$ cat config.mk
export PLATFORM = sky130hd
export DESIGN_NAME = reflet_timer_sched
export DESIGN_NICKNAME = d
export VERILOG_FILES = /design/src/rtl/reflet_timer_sched_pkg.sv /design/src/rtl/reflet_timer_channel.sv /design/src/rtl/reflet_timer_sched.sv
export SDC_FILE = /design/constraint.sdc
export NUM_CORES = 1
export LEC_CHECK = 0
export ABC_AREA = 1
export CAP_MARGIN = 10
export CORE_UTILIZATION = 27
export CTS_CLUSTER_DIAMETER = 50
export DETAILED_ROUTE_END_ITERATION = 7
export DONT_BUFFER_PORTS = 1
export PLACE_DENSITY = 0.4
export SLEW_MARGIN = 10
export SYNTH_ARGS = -nofsm -noshare
export SYNTH_HDL_FRONTEND = slang
export SYNTH_SLANG_ARGS = --single-unit
export TNS_END_PERCENT = 100
$ cat constraint.sdc
create_clock -name clk -period 2.6 [get_ports clk]
set_input_delay 0.26 -clock clk [delete_from_list [all_inputs] [get_ports clk]]
set_output_delay 0.26 -clock clk [all_outputs]
set_load 0.02 [all_outputs]
$ cat src/rtl/reflet_timer_sched_pkg.sv
// Shared encodings for the reflet timer scheduler: channel modes and channel states.
package reflet_timer_sched_pkg;

  typedef enum logic [1:0] {
    ModeOff      = 2'b00,
    ModeOneShot  = 2'b01,
    ModePeriodic = 2'b10,
    ModeRsvd     = 2'b11
  } mode_e;

  typedef enum logic {
    StIdle = 1'b0,
    StRun  = 1'b1
  } state_e;

  // Only one-shot and periodic arm a channel; reserved behaves like off.
  function automatic logic mode_arms(mode_e m);
    return (m == ModeOneShot) || (m == ModePeriodic);
  endfunction

endpackage

$ cat src/rtl/reflet_timer_channel.sv
// One timer channel: tick counter, stored period/mode, IDLE/RUN state and irq/overrun flags.
module reflet_timer_channel
  import reflet_timer_sched_pkg::*;
#(
  parameter int unsigned size = 32
) (
  input  logic            i_clk,
  input  logic            i_reset,
  input  logic            i_tick,
  input  logic            i_we,
  input  logic [size-1:0] i_period,
  input  mode_e           i_mode,
  input  logic            i_ack,
  output logic            o_irq,
  output logic            o_overrun,
  output logic            o_running
);

  localparam logic [size-1:0] One = {{(size - 1){1'b0}}, 1'b1};

  state_e          r_state;
  state_e          w_state_nxt;
  logic [size-1:0] r_cnt;
  logic [size-1:0] w_cnt_nxt;
  logic [size-1:0] r_period;
  mode_e           r_mode;
  logic            r_irq;
  logic            w_irq_nxt;
  logic            r_overrun;
  logic            w_overrun_nxt;
  logic            w_expire;

  // A write in the same cycle suppresses both counting and expiry.
  assign w_expire = (r_state == StRun) && i_tick && !i_we && (r_cnt == r_period - One);

  // State register plus the channel's datapath registers.
  always_ff @(posedge i_clk) begin
    if (i_reset) begin
      r_state   <= StIdle;
      r_cnt     <= '0;
      r_period  <= '0;
      r_mode    <= ModeOff;
      r_irq     <= 1'b0;
      r_overrun <= 1'b0;
    end else begin
      r_state   <= w_state_nxt;
      r_cnt     <= w_cnt_nxt;
      r_irq     <= w_irq_nxt;
      r_overrun <= w_overrun_nxt;
      if (i_we) begin
        r_period <= i_period;
        r_mode   <= i_mode;
      end
    end
  end

  // Next state: a write re-arms or disarms; a one-shot expiry drops back to idle.
  always_comb begin
    w_state_nxt = r_state;
    if (i_we) begin
      w_state_nxt = (mode_arms(i_mode) && (i_period != '0)) ? StRun : StIdle;
    end else if (w_expire && (r_mode != ModePeriodic)) begin
      w_state_nxt = StIdle;
    end
  end

  // Counter and pending-flag updates; expiry takes precedence over acknowledge.
  always_comb begin
    w_cnt_nxt     = r_cnt;
    w_irq_nxt     = r_irq;
    w_overrun_nxt = r_overrun;
    if (i_we) begin
      w_cnt_nxt = '0;
    end else if ((r_state == StRun) && i_tick) begin
      w_cnt_nxt = w_expire ? '0 : r_cnt + One;
    end
    if (w_expire) begin
      w_irq_nxt     = 1'b1;
      w_overrun_nxt = i_ack ? 1'b0 : (r_overrun | r_irq);
    end else if (i_ack) begin
      w_irq_nxt     = 1'b0;
      w_overrun_nxt = 1'b0;
    end
  end

  // Outputs are straight from state and flag registers.
  always_comb begin
    o_running = (r_state == StRun);
    o_irq     = r_irq;
    o_overrun = r_overrun;
  end

endmodule

$ cat src/rtl/reflet_timer_sched.sv
// Multi-channel timer scheduler: shared prescaler, configuration write decode, channel array.
module reflet_timer_sched
  import reflet_timer_sched_pkg::*;
#(
  parameter int unsigned size     = 32,
  parameter int unsigned channels = 4
) (
  input  logic                        clk,
  input  logic                        reset,
  input  logic [size-1:0]             prescale,
  input  logic                        cfg_we,
  input  logic [$clog2(channels)-1:0] cfg_sel,
  input  logic [size-1:0]             cfg_period,
  input  logic [1:0]                  cfg_mode,
  input  logic [channels-1:0]         irq_ack,
  output logic                        tick,
  output logic [channels-1:0]         irq,
  output logic [channels-1:0]         overrun,
  output logic [channels-1:0]         running
);

  localparam int unsigned SelW = $clog2(channels);
  localparam logic [size-1:0] One = {{(size - 1){1'b0}}, 1'b1};

  logic [size-1:0]     r_pcnt;
  logic                w_tick;
  logic                w_sel_ok;
  logic [channels-1:0] w_we;

  // Comparing with >= means lowering prescale below pcnt ticks at once instead of wrapping.
  assign w_tick = !reset && (r_pcnt >= prescale);
  assign tick   = w_tick;

  // Prescaler counter: restart after each tick.
  always_ff @(posedge clk) begin
    if (reset) begin
      r_pcnt <= '0;
    end else if (w_tick) begin
      r_pcnt <= '0;
    end else begin
      r_pcnt <= r_pcnt + One;
    end
  end

  // Selects past the last channel are dropped (matters when channels is not a power of two).
  assign w_sel_ok = (32'(cfg_sel) < channels);

  for (genvar g = 0; g < channels; g++) begin : g_ch
    assign w_we[g] = cfg_we && w_sel_ok && (cfg_sel == SelW'(g));

    reflet_timer_channel #(
      .size(size)
    ) u_channel (
      .i_clk    (clk),
      .i_reset  (reset),
      .i_tick   (w_tick),
      .i_we     (w_we[g]),
      .i_period (cfg_period),
      .i_mode   (mode_e'(cfg_mode)),
      .i_ack    (irq_ack[g]),
      .o_irq    (irq[g]),
      .o_overrun(overrun[g]),
      .o_running(running[g])
    );
  end

endmodule

==> results of run 1 <==
## worst max-delay path by stage
stage	to	depth (start not counted)
2_1_floorplan	g_ch[3].u_channel.r_cnt[22]	17
3_3_place_gp	g_ch[0].u_channel.r_cnt[7]	16
3_5_place_dp	g_ch[0].u_channel.r_cnt[30]	14
4_1_cts	tick	11
5_1_grt	tick	10
6_report	tick	10
## metal layers
layer | vias to the layer above | GRT usage
met1 | 8548 | 0.2316
li1 | 9635 | -
met3 | 100 | 0.06350
met4 | 10 | 0.04664
met2 | 360 | 0.2901
met5 | - | 0
## cell type report
type,instances,area (um^2),area share
timing repair buffer,161,1506,0.06354
sequential,308,6183,0.2608
clock inverter,32,385.4,0.01625
clock buffer,67,1471,0.06206
antenna,23,57.56,0.002427
tap,940,1176,0.04960
multi-input combinational,2218,11700,0.4935
inverter,326,1229,0.05182
## layout by cell type, fill, tap and decap left out, drive strengths merged, types with 3 or more instances in the layout
| master | Yosys | final |
|---|---|---|
| a21oi | 138 | 138 |
| dfxtp | 308 | 308 |
| nand2 | 603 | 603 |
| nor3b | 20 | 20 |
| nor2 | 655 | 655 |
| inv | 323 | 332 |
| buf | 34 | 109 |
| nand4 | 61 | 61 |
| and3 | 7 | 7 |
| clkinv | 3 | 15 |
| ha | 41 | 41 |
| xor2 | 163 | 163 |
| nand3b | 11 | 11 |
| nor4 | 18 | 18 |
| o21ai | 165 | 165 |
| nor3 | 75 | 75 |
| clkinvlp | 0 | 5 |
| xnor2 | 84 | 84 |
| dlygate4sd3 | 0 | 51 |
| diode | 0 | 23 |
| o21a | 3 | 3 |
| o21bai | 11 | 11 |
| or2 | 10 | 10 |
| bufinv | 0 | 6 |
| nand3 | 140 | 140 |
| clkbuf | 48 | 68 |
## through the flow
stage / worst slack, ns / instance area [um^2] / util / total power [mW]
6_report: 0.03344 / 23710 / 0.3386 / 14.61
3_3_place_gp: 0.01161 / 20630 / 0.2946 / 7.062
3_5_place_dp: -0.1233 / 20630 / 0.2946 / 7.069
2_1_floorplan: 0.4516 / 19130 / - / 6.546
4_1_cts: -0.1088 / 23190 / 0.3312 / 14.73
5_1_grt: -0.09530 / 23690 / 0.3383 / 15.36
## logic make-up (layout without fill, tap and decap cells)
| kind of cell | Yosys count | after routing | share of synthesized area |
|---|---|---|---|
| simple gates | 1601 | 1601 | 0.3599 |
| flops | 308 | 308 | 0.3224 |
| compound gates | 325 | 325 | 0.08792 |
| fa+ha+maj | 41 | 41 | 0.02682 |
| xor+xnor | 249 | 249 | 0.1155 |
| mux | 2 | 2 | 0.001047 |
| buf+inv | 408 | 586 | 0.08642 |
| other cells | 0 | 23 | 0 |
## repair_timing
item | in CTS | in global routing
hold buffers | 52 | 0
setup buffers | 8 | 16
hold endpoints to repair | 154 | 0
gates cloned | 0 | 2
gates resized for setup | 34 | 87
setup endpoints to repair | 35 | 166
pin swaps | 8 | 20
## report_power, final
| part | internal (mW) | leakage (nW) | switching, mW |
|---|---|---|---|
| logic | 0.823 | 6.55 | 1.44 |
| registers | 4.84 | 2.50 | 0.150 |
| clock network | 4.65 | 0.904 | 2.71 |
## registers in the layout, summed over array words and instances (netlist names)
signal                    cells
r_pcnt                       32
g_ch.u_channel.r_period     128
g_ch.u_channel.o_irq          4
g_ch.u_channel.o_overrun      4
g_ch.u_channel.r_cnt        128
g_ch.u_channel.r_mode         8
g_ch.u_channel.o_running      4
## worst max-delay path, cell delays in order, from the launching register on
cell        delay [ns]
dfxtp_2           0.33
ha_4              0.28
nand2_4           0.05
nor2_4            0.10
nand4_1           0.14
nor2_2            0.17
nand4_1           0.19
nand3_4           0.14
nand2_4           0.06
buf_6             0.13
clkinvlp_4        0.12
==> impl_metrics.py, run 1 <==
metrics = {
    "placed_design": {
        "dp_hpwl_um": 46680,
        "place_congestion": 0.8630,
        "placed_cells": 3877,
        "port_buffers": 0,
    },
    "worst_setup_path": {
        "cp.required_ns": 2.34,
        "r2r_cells": 14,
        "worst-setup-path-type": "flip-flop to output port",
        "cp-end-kind": "output port",
        "cp-startpoint": "r_pcnt[31]",
        "ff2ff_setup_slack_ns": 0.11,
        "rr_endpoint": "g_ch[2].u_channel.r_cnt[19]",
        "start_kind": "flip-flop",
        "crit-reg2reg-launch": "r_pcnt[31]",
        "crit_fanout": 3,
        "worst_ep_arrival_time_ns": 2.31,
    },
    "floorplanning": {
        "die_h_um": 268.2,
        "initial_utilization": 0.2731,
        "rows": 97,
        "die_area_um2": 71900,
        "io_pins": 88,
        "die_w_um": 268.2,
        "coreArea_um2": 70030,
    },
    "pwr": {
        "peakVddDrop_mv": 0.4585,
        "p_leak_nw": 9.957,
        "power_density_nw_per_um2": 616.2,
    },
    "drt": {
        "wl_met1_um": 29870,
        "top_layer_used": "met5",
        "ant_nets": 0,
        "vias_per_cell": 4.577,
        "via_count": 18650,
        "drt-wirelength-per-cell_um": 16.08,
        "wl_met3_um": 5031,
        "drt-total-wl_um": 65520,
        "dr_wl_met2_um": 29090,
        "dr.pass1.iters": 5,
        "drtIter0Drc": 917,
        "drc": 0,
    },
    "clock_tree": {
        "cts_buffer_depth": 3,
        "tritoncts": "done",
        "h-tree-depth": 2,
        "clk_latency_ns": 0.61,
        "clkTransAtPathRegs_ns": 0.06,
        "root_buffer": "clkbuf_16",
        "clock_sinks": 308,
        "numCtsBuffers": 54,
    },
    "flow_run": {
        "maxCapViolCount": 0,
    },
    "cells_and_area": {
        "area_growth_pct": 23.97,
        "fill_cells": 7600,
        "finalNetCount": 3185,
        "drive_gt1_frac": 0.1166,
        "fin_cells": 4075,
    },
    "hold_path": {
        "holdCritPathClass": "primary input to flip-flop",
        "min_to": "g_ch[0].u_channel.r_cnt[1]",
        "worstHoldPathCells": 4,
        "hold_start": "reset",
    },
    "timing": {
        "max_slew.worst_pin.slew_ns": 0.6705,
        "fin_skew_ns": 0.04195,
        "setup_viol_count_final": 0,
        "fmax_mhz": 389.6,
        "hold_viol_final": 0,
        "rsz0062_at_grt": "true",
        "slew_headroom": 0.5530,
        "final.period_utilization": 0.9871,
        "whs_ns": 0.05734,
        "period_minus_slack_ns": 2.567,
        "maxSlewViolCount": 0,
        "tns_ns": 0,
    },
    "logic_synthesis": {
        "yosysSeqAreaShare": 0.3224,
        "async_reset_ff_frac": 0,
        "synthCells": 2934,
        "synth.top_cell.area_share": 0.3224,
        "yosysMostFrequentCell": "nor2_1",
        "synth.ff_latch_count": 308,
        "yosysWarningCount": 0,
        "netlist_area_um2": 19130,
        "avgSynthCellArea_um2": 6.519,
        "syn-num-nets": 3050,
        "synth_edf_count": 0,
        "yosys-top-cells-area": "dfxtp_1 32%, nor2_1 12%, nand2_1 12%, xor2_1 7.5%, inv_1 6.1%",
        "synth_top_area_cell": "dfxtp_1",
        "netlist_top_cells_count": "622 x nor2_1, 596 x nand2_1, 311 x inv_1",
        "synth_cell_types": 47,
        "ys.flop_type": "dfxtp_1",
    },
    "global_route": {
        "track_usage": 0.1818,
        "antenna_found_initial": 20,
        "grt_max_degree": 82,
        "grt.overflow.total": 0,
        "grt_first_pass_wirelength_um": 100700,
        "grt_pass1_vias": 17900,
    },
    "run_status": {
        "outcome": "finished, final reports clean",
    },
}
Note: power is estimated with default switching activity, not from simulation.
==> run 2, diff against run 1 <==
- SYNTH_HIERARCHICAL: default -> 1
==> run 2 against run 1 <==
Hold slack worse by 0.0068 ns. The flow now finishes with violations (design-rule violations, negative setup slack). Clock power rose by 15%. Routed wire length grew 5.6%. Die area rose by 5.3%. First-iteration DRC count decreased by 0.33%.
==> impl_metrics.py, run 2 <==
metrics = {
    "run_status": {
        "outcome": "finished with violations",
        "violations": "design-rule violations, negative setup slack",
    },
    "logic_synthesis": {
        "netlist_top_cells_count": "579 x nand2_1, 465 x nor2_1, 403 x inv_1",
        "yosys-top-cells-area": "dfxtp_1 31%, nand2_1 11%, nor2_1 8.7%, xor2_1 8.0%, inv_1 7.5%",
        "ys.flop_type": "dfxtp_1",
        "async_reset_ff_frac": 0,
        "syn-num-nets": 3085,
        "synth.top_cell.area_share": 0.3060,
        "netlist_area_um2": 20150,
        "synth_cell_types": 36,
        "yosysMostFrequentCell": "nand2_1",
        "avgSynthCellArea_um2": 6.787,
        "yosysWarningCount": 6,
        "synth_top_area_cell": "dfxtp_1",
        "synth_edf_count": 0,
        "synthCells": 2969,
        "yosysSeqAreaShare": 0.3060,
        "synth.ff_latch_count": 308,
    },
    "global_route": {
        "grt_first_pass_wirelength_um": 105900,
        "grt_max_degree": 59,
        "grt.overflow.total": 0,
        "antenna_found_initial": 9,
        "grt_pass1_vias": 18880,
        "track_usage": 0.1805,
    },
    "timing": {
        "slew_headroom": 0.3654,
        "rsz0062_at_grt": "true",
        "setup_viol_count_final": 141,
        "tns_ns": -76.10,
        "period_minus_slack_ns": 3.313,
        "maxSlewViolCount": 0,
        "fin_skew_ns": 0.04362,
        "whs_ns": 0.05052,
        "fmax_mhz": 301.9,
        "hold_viol_final": 0,
        "finalWorstSetupSlack_ns": -0.7127,
        "max_slew.worst_pin.slew_ns": 0.9508,
        "final.period_utilization": 1.274,
    },
    "floorplanning": {
        "die_h_um": 275.2,
        "initial_utilization": 0.2743,
        "rows": 99,
        "io_pins": 88,
        "coreArea_um2": 73450,
        "die_w_um": 275.2,
        "die_area_um2": 75720,
    },
    "pwr": {
        "peakVddDrop_mv": 0.6692,
        "p_seq_frac": 0.317,
        "power.total_mw": 15.77,
        "switching_share": 0.2947,
        "clkPwrFrac": 0.534,
        "p_leak_nw": 11.45,
        "combPwrFrac": 0.149,
        "p_int_mw": 11.12,
        "switching_power_mw": 4.647,
        "power_density_nw_per_um2": 598.3,
    },
    "worst_setup_path": {
        "worst_ep_arrival_time_ns": 3.82,
        "cpMaxStageDelayCell": "dfxtp_1",
        "start_kind": "flip-flop",
        "worst-setup-path-type": "flip-flop to flip-flop",
        "slowest_delay_ns": 0.33,
        "crit_chain": "ha_4 -> nand2_4 -> nor2_4 -> nand4_1 -> a21oi_2 -> nor2_2 -> a21oi_4 -> buf_6 -> nand2_8 -> nor2_4 -> nand4_1 -> nor3_2 -> nand2_1 -> inv_2 -> nand3b_1 -> buf_4 -> nor3_4 -> buf_4 -> xor2_1 -> nor2_1",
        "cp.buffers_inverters": 4,
        "crit_fanout": 4,
        "crit_family": "simple AND/OR/NAND/NOR gates",
        "cp-end-kind": "flip-flop",
        "cp.required_ns": 3.10,
    },
    "drt": {
        "ant_nets": 0,
        "drc": 6,
        "vias_per_cell": 4.569,
        "drtIter0Drc": 914,
        "drt-total-wl_um": 69160,
        "via_count": 19290,
        "drt-wirelength-per-cell_um": 16.38,
        "dr.pass1.iters": 7,
    },
    "placed_design": {
        "place_congestion": 0.8575,
        "place_area_um2": 22060,
        "dp_hpwl_um": 50290,
        "port_buffers": 0,
        "placed_cells": 3996,
        "post-place-ws_ns": -0.8981,
    },
    "clock_tree": {
        "clock_sinks": 308,
        "cts_buffer_depth": 3,
        "clk_latency_ns": 0.65,
        "clkTransAtPathRegs_ns": 0.05,
        "tritoncts": "done",
        "root_buffer": "clkbuf_16",
        "h-tree-depth": 2,
        "numCtsBuffers": 59,
    },
    "flow_run": {
        "maxCapViolCount": 0,
    },
    "hold_path": {
        "holdCritPathClass": "primary input to flip-flop",
    },
    "cells_and_area": {
        "fin_area_um2": 26350,
        "final_common_cell": "nand2_1",
        "area_growth_pct": 30.79,
        "finalNetCount": 3324,
        "final_core_util": 0.3588,
        "fin_cells": 4222,
        "layout_common_cells": "553 x nand2_1, 450 x nor2_1, 397 x inv_1",
        "reg_top3": "g_ch.u_channel/r_cnt x128, g_ch.u_channel/r_period x128, r_pcnt x32",
        "drive_gt1_frac": 0.1973,
    },
}
run 2: changes by cell type after synthesis, moves of 13 or more:
cell / change
nor2_2: +81
nor3b_1: -15
nand4_1: +17
xor2_1: +20
inv_1: +92
nor2_1: -157
nand2_1: -17
nand3_1: -47
nand2_2: +16
nand3b_1: +13
nor2_4: +29
run 2: logic make-up (layout without fill, tap and decap cells):
kind of cell	Yosys count	after routing	share of synthesized area
buffers and inverters	462	744	0.09271
other	0	4	0
xor gates and xnor gates	262	262	0.1159
AOI/OAI and AO/OA	340	340	0.08693
adders and majority gates	41	41	0.02546
and+or+nand+nor	1556	1564	0.3729
DFF	308	308	0.3060
run 2: area by class of cell:
cell class / instances / area (um^2)
fillers: 7823 / 47100
multi-input cells: 2207 / 13180
flip-flops and latches: 308 / 6176
repair buffers: 225 / 2068
clock buffers: 68 / 1572
inverters: 407 / 1538
well taps: 959 / 1200
clock inverters: 44 / 615.6
diodes: 4 / 10.01
run 2: repair_timing:
item | 4_1_cts | 5_1_grt
setup buffers | 32 | 34
endpoints found under the setup margin | 141 | 141
hold endpoints to repair | 150 | 11
gates resized for setup | 63 | 166
hold buffers | 44 | 1
cloned | 7 | 2
pin swaps | 33 | 76
run 2: layer usage:
metal	global-route usage	wire length, um	share of wire
met5	0	61	0.00088
met4	0.04900	1710	0.025
met3	0.04006	3680	0.053
met2	0.3037	32380	0.47
met1	0.2304	31330	0.45
run 2: power by group through the flow:
stage                     logic [mW]  registers [mW]  clock network (mW)
after floorplan                 1.66            5.04                   0
after global placement          2.11            5.09                   0
after detailed placement        2.12            5.09                   0
after CTS                       2.32            5.00                8.66
after global routing            2.65            5.01                8.90
final                           2.35            4.99                8.42
run 2: final timing paths:
check	depth (start not counted)	slack, ns	endpoint	from
min	2	0.05	g_ch[1].u_channel/o_running	cfg_mode[1]
min reg2reg	2	0.46	g_ch[0].u_channel/r_mode[0]	g_ch[0].u_channel/r_mode[0]
max reg2reg	20	-0.71	g_ch[2].u_channel/r_cnt[20]	r_pcnt[30]
max	20	-0.71	g_ch[2].u_channel/r_cnt[20]	r_pcnt[30]
run 2: worst register-to-register path, cell delays in order, from the launching register on:
cell      delay [ns]
dfxtp_1         0.33
ha_4            0.28
nand2_4         0.05
nor2_4          0.10
nand4_1         0.19
a21oi_2         0.23
nor2_2          0.09
a21oi_4         0.21
buf_6           0.17
nand2_8         0.08
nor2_4          0.09
nand4_1         0.13
nor3_2          0.23
nand2_1         0.11
inv_2           0.07
nand3b_1        0.14
buf_4           0.19
nor3_4          0.18
buf_4           0.15
xor2_1          0.13
nor2_1          0.05
